[config.mk]
export PLATFORM = sky130hd
export DESIGN_NAME = rx_word_axis_packer
export DESIGN_NICKNAME = d
export VERILOG_FILES = /design/src/rtl/rx_word_axis_packer.sv
export SDC_FILE = /design/constraint.sdc
export NUM_CORES = 1
export LEC_CHECK = 0
export ABC_AREA = 1
export BUFFER_PORTS_ARGS = -buffer_cell sky130_fd_sc_hd__buf_2
export CAP_MARGIN = 20
export CORE_MARGIN = 2
export CORE_UTILIZATION = 40
export DETAILED_ROUTE_END_ITERATION = 7
export GPL_ROUTABILITY_DRIVEN = 0
export PLACE_DENSITY = 0.53
export SYNTH_ARGS = -nofsm -noshare
export SYNTH_HDL_FRONTEND = slang
export SYNTH_SLANG_ARGS = --single-unit
[constraint.sdc]
create_clock -name clk -period 6.63 [get_ports clk]
set_clock_uncertainty 0.2 [all_clocks]
set_input_delay 0.663 -clock clk [delete_from_list [all_inputs] [get_ports clk]]
set_output_delay 0.663 -clock clk [all_outputs]
set_load 0.05 [all_outputs]
[src/rtl/rx_word_axis_packer.sv]
// -----------------------------------------------------------------------------
// rx_word_axis_packer
//
// Purpose:
//   Takes a packet header (byte length) followed by 64-bit payload words and
//   forwards them onto an AXI-Stream master through an internal
//   first-word-fall-through FIFO. If the FIFO overflows or a packet is cut
//   short by a new header, the rest of the damaged packet is discarded and a
//   synthetic terminator word {tuser=1, tlast=1, tdata=0} closes it
//   downstream. Every damaged packet bumps a saturating counter.
//
// Ports:
//   clk                     - single clock, rising edge
//   rstn                    - asynchronous active-low reset
//   pkt_header_valid_strobe - one-cycle pulse, start of a new packet
//   pkt_len[15:0]           - packet length in bytes, valid with the header
//   word_in[63:0]           - payload word
//   word_in_strobe          - one-cycle qualifier for word_in
//   m_axis_tdata[63:0]      - output word
//   m_axis_tvalid           - output valid (FIFO not empty)
//   m_axis_tready           - downstream ready
//   m_axis_tlast            - final word of a packet
//   m_axis_tuser            - set only on a synthetic terminator word
//   fifo_level[FIFO_AW:0]   - current FIFO occupancy
//   overflow_cnt[CNT_W-1:0] - saturating count of dropped/aborted packets
// -----------------------------------------------------------------------------
module rx_word_axis_packer #(
  parameter int FIFO_AW = 4,
  parameter int CNT_W   = 16
) (
  input  logic               clk,
  input  logic               rstn,
  input  logic               pkt_header_valid_strobe,
  input  logic [15:0]        pkt_len,
  input  logic [63:0]        word_in,
  input  logic               word_in_strobe,
  output logic [63:0]        m_axis_tdata,
  output logic               m_axis_tvalid,
  input  logic               m_axis_tready,
  output logic               m_axis_tlast,
  output logic               m_axis_tuser,
  output logic [FIFO_AW:0]   fifo_level,
  output logic [CNT_W-1:0]   overflow_cnt
);

  localparam int DEPTH = 1 << FIFO_AW;

  localparam logic [FIFO_AW:0]   LVL_ZERO   = {(FIFO_AW+1){1'b0}};
  localparam logic [FIFO_AW:0]   LVL_ONE    = {{FIFO_AW{1'b0}}, 1'b1};
  localparam logic [FIFO_AW:0]   LVL_FULL   = {1'b1, {FIFO_AW{1'b0}}};
  localparam logic [FIFO_AW-1:0] PTR_ZERO   = {FIFO_AW{1'b0}};
  localparam logic [FIFO_AW-1:0] PTR_ONE    = {{(FIFO_AW-1){1'b0}}, 1'b1};
  localparam logic [CNT_W-1:0]   CNT_ZERO   = {CNT_W{1'b0}};
  localparam logic [CNT_W-1:0]   CNT_ONE    = {{(CNT_W-1){1'b0}}, 1'b1};
  localparam logic [CNT_W-1:0]   CNT_MAX    = {CNT_W{1'b1}};

  // FIFO entry layout: [65] err, [64] last, [63:0] data
  localparam logic [65:0]        TERM_ENTRY = {1'b1, 1'b1, 64'd0};

  typedef enum logic [1:0] {
    ST_IDLE = 2'd0,
    ST_RECV = 2'd1,
    ST_DROP = 2'd2,
    ST_TERM = 2'd3
  } state_t;

  state_t             state_q, state_d;
  logic [16:0]        num_word_q, num_word_d;
  logic [16:0]        index_q, index_d;
  logic               restart_q, restart_d;
  logic [CNT_W-1:0]   ovf_q, ovf_d;
  logic [FIFO_AW-1:0] wr_ptr_q, wr_ptr_d;
  logic [FIFO_AW-1:0] rd_ptr_q, rd_ptr_d;
  logic [FIFO_AW:0]   level_q, level_d;
  logic [65:0]        mem_q [DEPTH];

  logic [16:0]        hdr_num_word_s;
  logic [16:0]        idx_adv_s;
  logic               last_word_s;
  logic               full_s;
  logic               pop_s;
  logic               push_s;
  logic [65:0]        push_entry_s;
  logic               ovf_inc_s;
  logic [65:0]        head_s;

  // Word count rounded up; 17 bits so pkt_len near 65535 cannot wrap.
  assign hdr_num_word_s = ({1'b0, pkt_len} + 17'd7) >> 2'd3;
  assign last_word_s    = (index_q == (num_word_q - 17'd1));
  assign full_s         = (level_q == LVL_FULL);
  assign pop_s          = (level_q != LVL_ZERO) && m_axis_tready;

  // Packet state machine: decides what (if anything) is pushed this cycle.
  always_comb begin
    state_d      = state_q;
    num_word_d   = num_word_q;
    index_d      = index_q;
    restart_d    = restart_q;
    push_s       = 1'b0;
    push_entry_s = 66'd0;
    ovf_inc_s    = 1'b0;
    idx_adv_s    = index_q;

    case (state_q)
      ST_IDLE: begin
        // Words outside a packet and zero-length headers are ignored.
        if (pkt_header_valid_strobe && (pkt_len != 16'd0)) begin
          num_word_d = hdr_num_word_s;
          index_d    = 17'd0;
          restart_d  = 1'b0;
          state_d    = ST_RECV;
        end else begin
          state_d    = ST_IDLE;
        end
      end

      ST_RECV: begin
        if (pkt_header_valid_strobe) begin
          // Current packet is incomplete: close it before the new one starts.
          ovf_inc_s  = 1'b1;
          num_word_d = hdr_num_word_s;
          index_d    = 17'd0;
          if (!full_s) begin
            push_s       = 1'b1;
            push_entry_s = TERM_ENTRY;
            restart_d    = 1'b0;
            state_d      = (hdr_num_word_s == 17'd0) ? ST_IDLE : ST_RECV;
          end else begin
            restart_d    = 1'b1;
            state_d      = ST_TERM;
          end
        end else if (word_in_strobe) begin
          index_d = index_q + 17'd1;
          if (!full_s) begin
            push_s       = 1'b1;
            push_entry_s = {1'b0, last_word_s, word_in};
            state_d      = last_word_s ? ST_IDLE : ST_RECV;
          end else begin
            // The dropped word still counts toward the packet's span.
            ovf_inc_s    = 1'b1;
            restart_d    = 1'b0;
            state_d      = ST_TERM;
          end
        end else begin
          state_d = ST_RECV;
        end
      end

      ST_TERM: begin
        if (pkt_header_valid_strobe) begin
          // New packet waits behind the pending terminator.
          num_word_d = hdr_num_word_s;
          index_d    = 17'd0;
          if (!full_s) begin
            push_s       = 1'b1;
            push_entry_s = TERM_ENTRY;
            restart_d    = 1'b0;
            state_d      = (hdr_num_word_s == 17'd0) ? ST_IDLE : ST_RECV;
          end else begin
            restart_d    = 1'b1;
            state_d      = ST_TERM;
          end
        end else begin
          // Discarded words advance the index, saturating at the packet end.
          if (word_in_strobe && (index_q < num_word_q)) begin
            idx_adv_s = index_q + 17'd1;
          end else begin
            idx_adv_s = index_q;
          end
          index_d = idx_adv_s;
          if (!full_s) begin
            push_s       = 1'b1;
            push_entry_s = TERM_ENTRY;
            restart_d    = 1'b0;
            if (idx_adv_s >= num_word_q) begin
              state_d = ST_IDLE;
            end else if (restart_q) begin
              state_d = ST_RECV;
            end else begin
              state_d = ST_DROP;
            end
          end else begin
            state_d = ST_TERM;
          end
        end
      end

      ST_DROP: begin
        if (pkt_header_valid_strobe) begin
          num_word_d = hdr_num_word_s;
          index_d    = 17'd0;
          restart_d  = 1'b0;
          state_d    = (hdr_num_word_s == 17'd0) ? ST_IDLE : ST_RECV;
        end else if (word_in_strobe) begin
          idx_adv_s = index_q + 17'd1;
          index_d   = idx_adv_s;
          state_d   = (idx_adv_s >= num_word_q) ? ST_IDLE : ST_DROP;
        end else begin
          state_d = ST_DROP;
        end
      end

      default: begin
        state_d   = ST_IDLE;
        restart_d = 1'b0;
      end
    endcase
  end

  // Overflow counter next value; holds at all-ones instead of wrapping.
  always_comb begin
    ovf_d = ovf_q;
    if (ovf_inc_s && (ovf_q != CNT_MAX)) begin
      ovf_d = ovf_q + CNT_ONE;
    end else begin
      ovf_d = ovf_q;
    end
  end

  // FIFO pointer and occupancy next values; push is never issued when full.
  always_comb begin
    wr_ptr_d = wr_ptr_q;
    rd_ptr_d = rd_ptr_q;
    level_d  = level_q;
    if (push_s) begin
      wr_ptr_d = wr_ptr_q + PTR_ONE;
    end else begin
      wr_ptr_d = wr_ptr_q;
    end
    if (pop_s) begin
      rd_ptr_d = rd_ptr_q + PTR_ONE;
    end else begin
      rd_ptr_d = rd_ptr_q;
    end
    if (push_s && !pop_s) begin
      level_d = level_q + LVL_ONE;
    end else if (pop_s && !push_s) begin
      level_d = level_q - LVL_ONE;
    end else begin
      level_d = level_q;
    end
  end

  // Control and FIFO bookkeeping registers.
  always_ff @(posedge clk or negedge rstn) begin
    if (!rstn) begin
      state_q    <= ST_IDLE;
      num_word_q <= 17'd0;
      index_q    <= 17'd0;
      restart_q  <= 1'b0;
      ovf_q      <= CNT_ZERO;
      wr_ptr_q   <= PTR_ZERO;
      rd_ptr_q   <= PTR_ZERO;
      level_q    <= LVL_ZERO;
    end else begin
      state_q    <= state_d;
      num_word_q <= num_word_d;
      index_q    <= index_d;
      restart_q  <= restart_d;
      ovf_q      <= ovf_d;
      wr_ptr_q   <= wr_ptr_d;
      rd_ptr_q   <= rd_ptr_d;
      level_q    <= level_d;
    end
  end

  // FIFO storage; contents are only observed while the level is non-zero.
  always_ff @(posedge clk) begin
    if (push_s) begin
      mem_q[wr_ptr_q] <= push_entry_s;
    end
  end

  // Head entry falls through; outputs are forced to zero while empty so
  // reset shows an all-zero interface immediately.
  assign head_s        = mem_q[rd_ptr_q];
  assign m_axis_tvalid = (level_q != LVL_ZERO);
  assign m_axis_tdata  = m_axis_tvalid ? head_s[63:0] : 64'd0;
  assign m_axis_tlast  = m_axis_tvalid & head_s[64];
  assign m_axis_tuser  = m_axis_tvalid & head_s[65];
  assign fifo_level    = level_q;
  assign overflow_cnt  = ovf_q;

endmodule

==> results of run 1 <==
[timing repair]
item                      CTS  global route
setup buffers               0             0
hold buffers                1             0
gates resized for setup     0             0
hold endpoints to repair   63             0
[layout make-up]
| type | instances | area share (%) |
|---|---|---|
| repair buffers | 288 | 3.475 |
| clock buffers | 148 | 5.849 |
| multi-input cells | 2221 | 22.94 |
| inverters | 131 | 0.9565 |
| clock inverters | 70 | 0.9705 |
| flip-flops and latches | 1119 | 62.24 |
| diodes | 1 | 0.004677 |
| well taps | 1524 | 3.564 |
[cells by family (layout without fill, tap and decap cells)]
kind of cell               Yosys count  count (layout)  synth area share (%)
DFF                               1119            1119                 71.02
AOI/OAI and AO/OA                 1061            1061                 13.63
and+or+nand+nor                   1057            1057                 9.749
buffers and inverters              379             637                 3.166
adders and majority gates           60              60                 1.618
xor gates and xnor gates            43              43                0.8195
other                                0               1                     0
[per-layer routing]
layer,vias to the layer above,track usage (%)
met2,917,35.28
li1,14217,-
met5,-,0
met4,0,6.016
met3,186,2.487
met1,15583,30.05
[Yosys cell counts, drive strengths merged]
library cell | number | area [um^2]
edfxtp | 1056 | 31710
nor2 | 632 | 2442
o21ai | 579 | 2905
nand2 | 238 | 923.4
clkbuf | 204 | 767.0
o221ai | 174 | 1524
inv | 130 | 488.0
o22ai | 106 | 663.1
o211ai | 90 | 675.7
a21oi | 88 | 440.4
nand3 | 88 | 463.0
nor3b | 64 | 480.5
dfrtp | 63 | 1577
ha | 59 | 738.2
buf | 44 | 225.2
xor2 | 33 | 296.5
nor3 | 13 | 85.08
o21a | 12 | 90.09
nand4 | 11 | 68.82
xnor2 | 10 | 87.58
a21o | 4 | 30.03
nand3b | 4 | 30.03
or2 | 4 | 25.02
a211oi | 3 | 22.52
a31oi | 2 | 12.51
nor4 | 2 | 42.54
o31ai | 2 | 15.01
a22o | 1 | 8.760
and3b | 1 | 8.760
clkinv | 1 | 3.750
fa | 1 | 20.02
[power groups by stage]
stage / logic (mW) / registers (mW) / clock network [mW]
6_report: 9.42 / 8.74 / 6.29
5_1_grt: 10.2 / 8.79 / 6.68
4_1_cts: 9.50 / 8.74 / 6.42
3_5_place_dp: 9.47 / 8.89 / 0
3_3_place_gp: 9.41 / 8.88 / 0
2_1_floorplan: 6.51 / 8.80 / 0
[worst register-to-register path, cell delays in order, from the launching register on]
cell     delay (ns)
dfrtp_1        0.41
inv_1          0.14
ha_1           0.32
nand2_1        0.07
nor2_1         0.22
nand2_1        0.11
nor2_1         0.13
nor2_2         0.07
nand2_4        0.26
nand2_1        0.10
o21ai_1        0.12
inv_1          0.07
ha_1           0.29
nand2_1        0.07
nor2_1         0.29
inv_1          0.10
nor3_1         0.15
nand2_1        0.07
nand2_1        0.11
a21oi_1        0.10
nand4_1        0.09
nand2_1        0.06
nand2_1        0.05
nand3_1        0.07
nand2_1        0.06
nand2_1        0.04
[state kept, by name, summed over array words and instances (netlist names)]
name / count
wr_ptr_q: 4
mem_q: 1056
rd_ptr_q: 4
fifo_level: 5
overflow_cnt: 16
num_word_q: 14
state_q: 2
index_q: 17
restart_q: 1
[worst max-delay path by stage]
stage                     cells after the start  slack [ns]               to
after detailed placement                      6        2.20  m_axis_tdata[0]
final                                         6        1.45  m_axis_tdata[0]
after global placement                        6        2.21  m_axis_tdata[0]
after global routing                          6        1.28  m_axis_tdata[0]
after CTS                                     6        1.42  m_axis_tdata[0]
after floorplan                               7        1.79     mem_q[11][0]
[stage by stage]
step	power, mW	util, %	area (um^2)	instances
2_1_floorplan	15.30	-	46870	3719
3_3_place_gp	18.29	42.87	49820	5281
3_5_place_dp	18.36	42.87	49820	5281
4_1_cts	24.66	46.02	53480	5500
5_1_grt	25.70	46.04	53500	5501
6_report	24.45	46.04	53500	5502
==> impl_metrics.csv, run 1 <==
group,metric,value,unit
setup_path,crit_required,5.77,ns
setup_path,startpoint_type,"flip-flop",
detailed_routing,wl_met3,6888,um
hold_path,hp-class,"in -> reg",
timing,slew_viol_final,78,
cells_and_area,multiInputGateArea,12270,um^2
clock_tree,worstSkewPairLatency,0.70,ns
hold_path,hold_path_end,"num_word_q[7]",
yosys,ys_seq_area_share,71.02,%
die,dieArea,119900,um^2
timing,worst_pin_slew,1.610,ns
power,power_density,456.9,nW/um^2
clock_tree,cts_made_buffers,118,
setup_path,crit_buf_inv,2,
timing,rsz0062_at_grt,"no",
yosys,synth-seq-cells,1119,
setup_path,crit_family,"compound AO/OA/AOI/OAI gates",
detailed_routing,post_drt_via_cell_ratio,5.617,
setup_path,reg2reg_slack,2.77,ns
die,fp.dieH,346.3,um
cells_and_area,fin_nets,4024,
timing,timing.hold.ws,0.1135,ns
timing,layout_setup_ws,1.452,ns
yosys,ys_warn_count,0,
global_route,grt_usage,21.43,%
timing,tns,0,ns
detailed_routing,maxUsedRoutingLayer,"met4",
timing,min_period_over_period,78.10,%
die,core_area,116200,um^2
cells_and_area,drive_gt1_share,13.05,%
timing,relSlewSlack,-7.333,%
detailed_routing,ant_nets,0,
clock_tree,clock_path_buffers,3,
clock_tree,clk_pin_slew,0.06,ns
power,p_sw,10.16,mW
place,portBuffers,172,
cells_and_area,layout_commonest_cell,"edfxtp_1",
place,pre_cts_slack,2.195,ns
detailed_routing,wl_met1,58320,um
setup_path,critPathCaptureType,"output pin",
clock_tree,ctsRootBufferMaster,"clkbuf_16",
timing,fmax,0.1931,GHz
detailed_routing,drc,0,
setup_path,cpMaxStageDelayCell,"dfrtp_4",
setup_path,max_stage_delay,0.89,ns
detailed_routing,met2_length,62760,um
clock_tree,htreeDepth,3,
timing,hold_violations,0,
yosys,syn_avg_cell_area,12.60,um^2
power,p_int,14.28,mW
setup_path,worstReg2RegStart,"num_word_q[12]",
cells_and_area,final-seq-area,33300,um^2
global_route,grt_max_degree,250,
power,ir_drop,0.4577,mV
hold_path,hold_path_depth,3,
die,io_pins,173,
setup_path,r2r-end,"state_q[0]",
power,pwr-share-comb,38.5,%
die,fp.dieW,346.3,um
global_route,antenna_found_initial,3,
cells_and_area,most-common-layout-cells,"edfxtp_1 (1056), nor2_1 (601), o21ai_0 (550), nand2_1 (228), o221ai_1 (174)",
timing,setup_viol,0,
cells_and_area,fillCellCount,10475,
global_route,grt-ovfl-total,0,
detailed_routing,dr_total_vias,30903,
run_status,run_status,"finished with violations",
yosys,netlist_area,46870,um^2
setup_path,ff2ff_path_depth,25,
detailed_routing,first_pass_iters,6,
run_status,violations,"max-slew violations",
power,p_leak,18.98,nW
die,row_count,125,
global_route,grt_pass1_wl,194200,um
power,pwr-share-clk,25.7,%
flow_run,maxCapViolCount,0,
detailed_routing,wl_per_cell,23.82,um
setup_path,path_class,"reg -> out",
detailed_routing,wl,131000,um
detailed_routing,drt_iter0_drc,2895,
clock_tree,cts_sinks,1119,
setup_path,crit_arrival,4.32,ns
yosys,syn_nets,3864,
setup_path,cp-startpoint,"rd_ptr_q[0]",
global_route,grt_pass1_vias,29801,
timing,period_needed,5.178,ns
yosys,synthCells,3719,
power,switching_share,41.58,%
place,hpwl,65150,um
setup_path,crit_chain,"buf_12, o21ai_0, o221ai_1, o211ai_1, a21oi_1, buf_2",
clock_tree,cts_tree,"done",
setup_path,worstPathMaxFanout,249,
hold_path,hold_start,"pkt_len[10]",
yosys,synth.distinct_cells,46,
power,sequentialPowerShare,35.8,%
cells_and_area,area_growth_syn_to_layout,14.15,%
die,initial_core_util,40.33,%
No activity file was read; power rests on OpenSTA's default activity.
==> inputs of run 2 (changes only) <==
==> constraint.sdc (replaced) <==
create_clock -name clk -period 4.9 [get_ports clk]
set_clock_uncertainty 0.2 [all_clocks]
set_input_delay 0.49 -clock clk [delete_from_list [all_inputs] [get_ports clk]]
set_output_delay 0.49 -clock clk [all_outputs]
set_load 0.05 [all_outputs]
==> run 2 against run 1 <==
The run now ends clean. Sequential share of layout area is 0.37 points lower. Combinational power is 38% higher. Cell count is 0.16% higher. Critical path depth is 1 higher. Final area is 0.61% higher. Sequential power is 34% higher. Utilization is 0.28 points higher. First-iteration DRC count is 3.2% lower. Worst setup slack worse by 0.73 ns. Die area stayed put. Non-clock buffer count is 18 higher. Flip-flop and latch count stayed put. Critical path type unchanged. Largest power group unchanged.
==> impl_metrics.csv, run 2 (synthesis gave the netlist of run 1 again) <==
group,metric,value,unit
cells_and_area,final-seq-area,33300,um^2
global_route,grt_usage,21.22,%
setup_path,startpoint_type,"flip-flop",
clock_tree,clock_path_buffers,3,
setup_path,reg2reg_slack,1.25,ns
detailed_routing,wl,129200,um
detailed_routing,drt_iter0_drc,2802,
timing,timing.hold.ws,0.06010,ns
timing,hold_violations,0,
detailed_routing,post_drt_via_cell_ratio,5.597,
place,pre_cts_slack,1.321,ns
clock_tree,ctsRootBufferMaster,"clkbuf_16",
power,pwr-share-clk,25.4,%
clock_tree,cts_resized,0,
timing,slew_viol_final,0,
hold_path,hp-class,"in -> reg",
setup_path,critPathCaptureType,"output pin",
setup_path,worstPathMaxFanout,115,
cells_and_area,postLayoutCellArea,53830,um^2
die,initial_core_util,40.33,%
global_route,grt_pass1_wl,193800,um
global_route,grt-ovfl-total,0,
cells_and_area,fillCellCount,10494,
clock_tree,htreeDepth,3,
global_route,grt_pass1_vias,30114,
timing,fmax,0.2391,GHz
cells_and_area,n_antenna_cell,0,
power,sequentialPowerShare,35.3,%
timing,rsz0062_at_grt,"no",
detailed_routing,wl_per_cell,23.45,um
clock_tree,hold_buffers,12,
global_route,antenna_found_initial,5,
die,fp.dieW,346.3,um
timing,setup_viol,0,
power,p_leak,19.08,nW
detailed_routing,ant_nets,0,
clock_tree,post_cts_buffers,0,
cells_and_area,layout_commonest_cell,"edfxtp_1",
detailed_routing,first_pass_iters,7,
detailed_routing,dr_total_vias,30846,
die,row_count,125,
timing,worst_pin_slew,1.118,ns
place,portBuffers,172,
hold_path,hold_path_depth,4,
power,switching_share,41.55,%
cells_and_area,most-common-layout-cells,"edfxtp_1 (1056), nor2_1 (601), o21ai_0 (550), nand2_1 (228), o221ai_1 (174)",
timing,relSlewSlack,25.16,%
global_route,grt_max_degree,221,
setup_path,path_class,"reg -> out",
cells_and_area,area_growth_syn_to_layout,14.84,%
setup_path,crit_required,4.21,ns
setup_path,ff2ff_path_depth,22,
clock_tree,cts_sinks,1119,
setup_path,crit_arrival,3.49,ns
die,dieArea,119900,um^2
clock_tree,worstSkewPairLatency,0.68,ns
timing,layout_setup_ws,0.7181,ns
timing,period_needed,4.182,ns
cells_and_area,drive_gt1_share,13.09,%
die,fp.dieH,346.3,um
place,dpl-instance-area,50090,um^2
timing,min_period_over_period,85.34,%
die,io_pins,173,
clock_tree,clk_pin_slew,0.06,ns
cells_and_area,largest_reg_flops,1056,
clock_tree,cts_made_buffers,115,
cells_and_area,multiInputGateArea,12290,um^2
place,hpwl,65720,um
power,p_sw,13.74,mW
power,pwr-share-comb,39.2,%
run_status,run_status,"complete, no violations",
flow_run,maxCapViolCount,0,
clock_tree,cts_tree,"done",
power,ir_drop,0.5074,mV
power,p_int,19.33,mW
timing,tns,0,ns
cells_and_area,fin_nets,4039,
power,power_density,614.5,nW/um^2
die,core_area,116200,um^2
cells_and_area,largest-register,"mem_q",
detailed_routing,drc,0,
-- run 2: changes by cell type in the layout (fill, tap and decap cells not counted), sizes merged --
cell	delta
clkinvlp	-1
dlygate4sd3	+11
inv	-5
clkbuf	+4
clkinv	-6
buf	+7
diode	-1
-- run 2: per-layer routing --
metal  wire length (um)  vias up  track usage [%]  share of wire, %
met1              58310    15559            29.81                45
met3               6678      167            2.739               5.2
met5                  8        -                0            0.0062
li1                   -    14232                -                 -
met2              61670      886            34.80                48
met4               2578        2            5.623               2.0
-- run 2: final cells by class --
class,count,area share [%]
Sequential cell,1119,61.87
Multi-Input combinational cell,2221,22.84
Clock buffer,152,5.718
Timing Repair Buffer,306,4.128
Tap cell,1524,3.543
Clock inverter,58,0.9554
Inverter,131,0.9507
-- run 2: worst paths after layout --
kind	start	to
max	rd_ptr_q[1]	m_axis_tlast
min	pkt_len[14]	num_word_q[13]
max reg2reg	num_word_q[7]	state_q[1]
min reg2reg	overflow_cnt[15]	overflow_cnt[15]
max in group asynchronous	rstn	overflow_cnt[0]
min in group asynchronous	rstn	rd_ptr_q[2]
-- run 2: worst max-delay path, stage by stage, from the launching register on --
cell and delay, ns:
dfrtp_4 0.52, inv_8 0.54, buf_12 0.36, o21ai_0 0.15
o221ai_1 0.24, o211ai_1 0.12, a21oi_1 0.47, buf_2 0.37
-- run 2: power by group through the flow --
stage / Clock, mW / Combinational, mW / Sequential (mW)
after detailed placement: 0 / 13.1 / 11.9
after global placement: 0 / 13.0 / 11.9
after CTS: 8.60 / 13.1 / 11.7
after global routing: 8.98 / 14.1 / 11.7
final: 8.42 / 13.0 / 11.7
after floorplan: 0 / 8.80 / 11.9
-- run 2: metrics by stage --
stage / instances / total power [mW] / utilization [%]
after floorplan: 3719 / 20.71 / -
after global placement: 5288 / 24.89 / 43.11
after detailed placement: 5288 / 24.95 / 43.11
after CTS: 5510 / 33.39 / 46.30
after global routing: 5511 / 34.84 / 46.32
final: 5511 / 33.08 / 46.32
